<file path="src/rtl/hazard_scoreboard.sv">
// hazard_scoreboard: ID-stage hazard detection for the 5-stage MIPS pipeline.
// Each architectural register has a countdown of cycles until its in-flight
// result can be forwarded to a reader in ID. A separate countdown tracks
// occupancy of the multi-cycle MUL unit.
// Optional feature: define HAZARD_STATS_EN to add the stall_cycles counter.
module hazard_scoreboard #(
    parameter int NREG     = 32,
    parameter int AW       = 5,
    parameter int LOAD_LAT = 1,
    parameter int MUL_LAT  = 4,
    parameter int CW       = 3
) (
    input  logic            clk,
    input  logic            rst,
    input  logic            id_valid,
    input  logic [AW-1:0]   id_rs,
    input  logic [AW-1:0]   id_rt,
    input  logic            id_use_rs,
    input  logic            id_use_rt,
    input  logic            id_regWrite,
    input  logic [AW-1:0]   id_rd,
    input  logic [1:0]      id_kind,
    input  logic            flush,
    output logic            stall,
    output logic            pc_write,
    output logic            if_id_write,
    output logic            id_ex_bubble,
    output logic            mul_busy,
    output logic [NREG-1:0] pending
`ifdef HAZARD_STATS_EN
    ,
    output logic [31:0]     stall_cycles
`endif
);

    localparam logic [1:0] KIND_LOAD = 2'b01;
    localparam logic [1:0] KIND_MUL  = 2'b10;

    // Cycles until a result of this kind is forwardable; reserved kind acts as ALU.
    function automatic logic [CW-1:0] lat_of(input logic [1:0] kind);
        case (kind)
            KIND_LOAD: lat_of = CW'(LOAD_LAT);
            KIND_MUL:  lat_of = CW'(MUL_LAT);
            default:   lat_of = '0;
        endcase
    endfunction

    logic [NREG-1:0][CW-1:0] cnt_q, cnt_d;
    logic [CW-1:0]           mul_cnt_q, mul_cnt_d;
    logic                    mul_busy_q, mul_busy_d;
    logic [CW-1:0]           id_lat;
    logic                    raw_s, raw_t, hz_struct, waw, issue;

    // Hazard detection against the current scoreboard contents.
    always_comb begin
        id_lat    = lat_of(id_kind);
        raw_s     = id_use_rs && (id_rs != '0) && (cnt_q[id_rs] != '0);
        raw_t     = id_use_rt && (id_rt != '0) && (cnt_q[id_rt] != '0);
        hz_struct = (id_kind == KIND_MUL) && (mul_cnt_q != '0);
        // A younger write may only proceed once it cannot complete before the older one.
        waw       = id_regWrite && (id_rd != '0) && (cnt_q[id_rd] > id_lat);
        stall     = id_valid && (raw_s || raw_t || hz_struct || waw);
        issue     = id_valid && !stall && !flush && !rst;
    end

    assign pc_write     = ~stall;
    assign if_id_write  = ~stall;
    assign id_ex_bubble = stall | flush;
    assign mul_busy     = mul_busy_q;

    // Pending bit per register; register 0 never becomes pending.
    always_comb begin
        pending = '0;
        for (int r = 0; r < NREG; r++) pending[r] = (cnt_q[r] != '0);
    end

    // Countdown with saturation; an issuing write reloads its destination.
    always_comb begin
        cnt_d = '0;
        for (int r = 1; r < NREG; r++) begin
            cnt_d[r] = (cnt_q[r] != '0) ? cnt_q[r] - 1'b1 : '0;
            if (issue && id_regWrite && (id_rd == AW'(r))) cnt_d[r] = id_lat;
        end
        mul_cnt_d = (mul_cnt_q != '0) ? mul_cnt_q - 1'b1 : '0;
        // MUL occupies the unit whether or not it writes a register.
        if (issue && (id_kind == KIND_MUL)) mul_cnt_d = CW'(MUL_LAT);
        mul_busy_d = (mul_cnt_d != '0);
    end

    // Scoreboard state; reset drops every in-flight entry.
    always_ff @(posedge clk or posedge rst) begin
        if (rst) begin
            cnt_q      <= '0;
            mul_cnt_q  <= '0;
            mul_busy_q <= 1'b0;
        end else begin
            cnt_q      <= cnt_d;
            mul_cnt_q  <= mul_cnt_d;
            mul_busy_q <= mul_busy_d;
        end
    end

`ifdef HAZARD_STATS_EN
    logic [31:0] stall_cycles_q, stall_cycles_d;

    // Count cycles lost to real stalls, not to squashed instructions.
    always_comb begin
        stall_cycles_d = stall_cycles_q;
        if (stall && !flush && (stall_cycles_q != 32'hFFFF_FFFF))
            stall_cycles_d = stall_cycles_q + 32'd1;
    end

    // Stall statistics register.
    always_ff @(posedge clk or posedge rst) begin
        if (rst) stall_cycles_q <= '0;
        else     stall_cycles_q <= stall_cycles_d;
    end

    assign stall_cycles = stall_cycles_q;
`endif

endmodule

</file>
<file path="config.mk">
export PLATFORM = sky130hd
export DESIGN_NAME = hazard_scoreboard
export DESIGN_NICKNAME = d
export VERILOG_FILES = /design/src/rtl/hazard_scoreboard.sv
export SDC_FILE = /design/constraint.sdc
export NUM_CORES = 1
export LEC_CHECK = 0
export CAP_MARGIN = 30
export CORE_UTILIZATION = 35
export DETAILED_ROUTE_END_ITERATION = 7
export SETUP_SLACK_MARGIN = 0.2
export SLEW_MARGIN = 25
export SYNTH_ARGS = -nofsm -noshare
export SYNTH_HDL_FRONTEND = slang
export SYNTH_SLANG_ARGS = --single-unit
</file>
<file path="constraint.sdc">
create_clock -name clk -period 8.6 [get_ports clk]
set_clock_uncertainty 0.15 [all_clocks]
set_input_delay 2.15 -clock clk [delete_from_list [all_inputs] [get_ports clk]]
set_output_delay 2.15 -clock clk [all_outputs]
set_load 0.01 [all_outputs]
</file>
==> reports/metrics.cfg <==
[routing]
ant_nets=0
via_per_inst=5.32
drcViolationCount=0
first_iter_violations=427
wl_per_cell_microns=18.1
drt_wl_total_microns=19800
dr.pass1.iters=6
vias=5815

[timing]
finalSetupViolations=0
finalHoldViolCount=0
clock.fmax_mhz=121
slew_headroom=0.324
final.min_clock_period_ns=8.25
finalSetupTns_ns=0
grt_setup_unrepaired=no
drv_slew=0
finalCritPeriodShare=0.960
tightest_slew_ns=1.01
setup_ws_ns=0.346

[synthesis]
synth-edff-count=0
synth_largest_area_cell=dfrtp_1
synth_common_cells=104 x inv_1, 97 x dfrtp_1, 78 x nand2_1, 66 x ha_1, 63 x mux2_2
ys.flop_type=dfrtp_1
yosysTopAreaCellShare=0.335
synth_cell_types=59
synthTopCellsByArea=dfrtp_1 34%, ha_1 11%, mux2_2 9.8%, mux4_2 7.8%, inv_1 5.4%
yosysSeqAreaShare=0.335
synth_most_common_cell=inv_1
synth_area_sq_um=7240
yosys_warnings=0
avgSynthCellArea_sq_um=9.49
syn_inst=763
syn-num-nets=853
async_flop_share=1.00
ys_ff_latch=97

[hold_path]
hold_depth=1
hold_class=flip-flop to flip-flop

[power]
vdd_ir_drop_max_uv=93.4
power.density_nw_per_um2=133
cellLeakagePower_nw=4.18

[setup_path]
reg2regPathDepth=12
cp_top_family=buffers and inverters
max_stage_delay_ns=0.51
crit_fanout=31
path_cells=clkdlybuf4s50_1 -> buf_12 -> mux4_2 -> mux4_2 -> a211oi_1 -> a21oi_1 -> ha_1 -> nor2b_1 -> o21ai_0 -> o22ai_1 -> a31o_2 -> nor3_2 -> nand2_2 -> a21o_1 -> clkdlybuf4s50_1
arrival_ns=5.95
critPathBufInv=3
reg2reg_setup_slack_ns=4.19
crit_required_ns=6.30
start_kind=primary input
crit_path_top_delay_cell=clkdlybuf4s50_1
crit_cells=15
cp-end-kind=primary output
crit_type=primary input to primary output

[floorplanning]
num_rows=52
fp.dieW_microns=146
core_region_area_sq_um=20200
fp.dieH_microns=146
initial_core_util=0.358
io_pins=61
dieArea_sq_um=21300

[cts]
cts_sinks=97
clkLatencyLatePin_ns=0.37
htree_levels=3
cts-root-buf=clkbuf_16
cts_tree=done
ctsResizeCount=0
clk_path_buf_depth=2
ctsHoldBuffers=0
numCtsBuffers=9
cts_setup_buffers=0
clk_pin_slew_ns=0.06

[global_routing]
grt_max_degree=53
overflow=0
antenna_found_initial=0
grtUsageTotal=0.195
grt_pass1_vias=5833
grt_pass1_wl_microns=32100

[placed_design]
numPortBuffers=59
place_inst=1077
place.gp.congestion=0.905
dp_slack_ns=0.346
dpl.hpwl_microns=14800

[cells_and_area]
synthToLayoutAreaGrowth_pct=17.7
finalNetCount=908
final_cells=1093
n_antenna_cell=0
drive_gt1_frac=0.205

[job]
drv_cap=0

[status]
status=completed

[report_power, final]
part | internal [mW] | switching (mW)
Sequential | 0.468 | 0.0164
Combinational | 0.0883 | 0.114
Clock | 0.256 | 0.188
[worst register-to-register path: stages (launching register included)]
cell      delay [ns]
dfrtp_1         0.46
mux4_2          0.50
mux4_2          0.47
a211oi_1        0.22
a21oi_1         0.07
ha_1            0.33
nor2b_1         0.14
o21ai_0         0.16
o22ai_1         0.09
a31o_2          0.27
nor4_4          0.78
nand4_1         0.31
mux2_2          0.34
[stage by stage]
step / cell area, sq um / hold slack (ns) / utilization / power, mW
floorplan: 7240 / 0.318 / - / 0.611
global placement: 8190 / 0.345 / 0.405 / 0.693
detailed placement: 8200 / 0.357 / 0.405 / 0.695
CTS: 8520 / 0.365 / 0.421 / 1.14
global route: 8520 / 0.391 / 0.421 / 1.17
finish: 8520 / 0.363 / 0.421 / 1.13
[worst paths after layout]
| kind | startpoint | end |
|---|---|---|
| worst max-delay path | id_rd[1] | id_ex_bubble |
| worst min-delay path | mul_cnt_q[0] | mul_cnt_q[0] |
| worst max register to register | cnt_q[20] | cnt_q[18] |
| worst min register to register | mul_cnt_q[0] | mul_cnt_q[0] |
| max in group asynchronous | rst | cnt_q[95] |
| min in group asynchronous | rst | mul_busy |
[cell families (layout without fill, tap and decap cells)]
group,after synthesis,count (layout),synth area share
AOI/OAI and AO/OA,95,95,0.0967
adders and majority gates,66,66,0.114
buffers and inverters,141,201,0.0781
DFF,97,97,0.335
muxes,92,92,0.181
other,1,1,0.000518
and+or+nand+nor,271,271,0.194
[flip-flops by register name (all words and copies together) (netlist names)]
name and flops:
mul_cnt_q 3, cnt_q 93, mul_busy 1
[layout make-up]
class                           instances  area [sq um]
Inverter                              104           393
Fill cell                            2009         11700
Timing Repair Buffer                   81           776
Tap cell                              270           338
Clock buffer                           10           229
Sequential cell                        97          2430
Multi-Input combinational cell        525          4270
Clock inverter                          6          92.6
[layout by cell type (no fill, tap or decap), types with 4 or more instances in the layout]
| cell type | instances |
|---|---|
| and2_1 | 5 |
| a21oi_1 | 9 |
| or2_2 | 27 |
| nor4_1 | 13 |
| nor2b_1 | 6 |
| ha_1 | 66 |
| nand3_1 | 15 |
| nand4_2 | 6 |
| nor4b_1 | 5 |
| mux2_2 | 63 |
| nand2b_1 | 4 |
| a211oi_1 | 12 |
| clkdlybuf4s50_1 | 58 |
| mux4_2 | 25 |
| nor2_1 | 55 |
| nor3_1 | 21 |
| a221oi_1 | 4 |
| o21ai_0 | 8 |
| buf_4 | 20 |
| clkbuf_16 | 9 |
| dfrtp_1 | 97 |
| a21boi_0 | 31 |
| nand4_1 | 18 |
| inv_1 | 103 |
| nand2_1 | 77 |
[metal layers]
metal / wire length (microns) / vias up / part of all wire / global-route usage
met5: 0 / - / 0 / 0
met4: 590 / 0 / 0.030 / 0.0932
met3: 1340 / 38 / 0.068 / 0.0379
met2: 8820 / 206 / 0.45 / 0.300
met1: 9010 / 2833 / 0.46 / 0.264
li1: - / 2738 / - / -
Power figures use the tool's default switching activity.
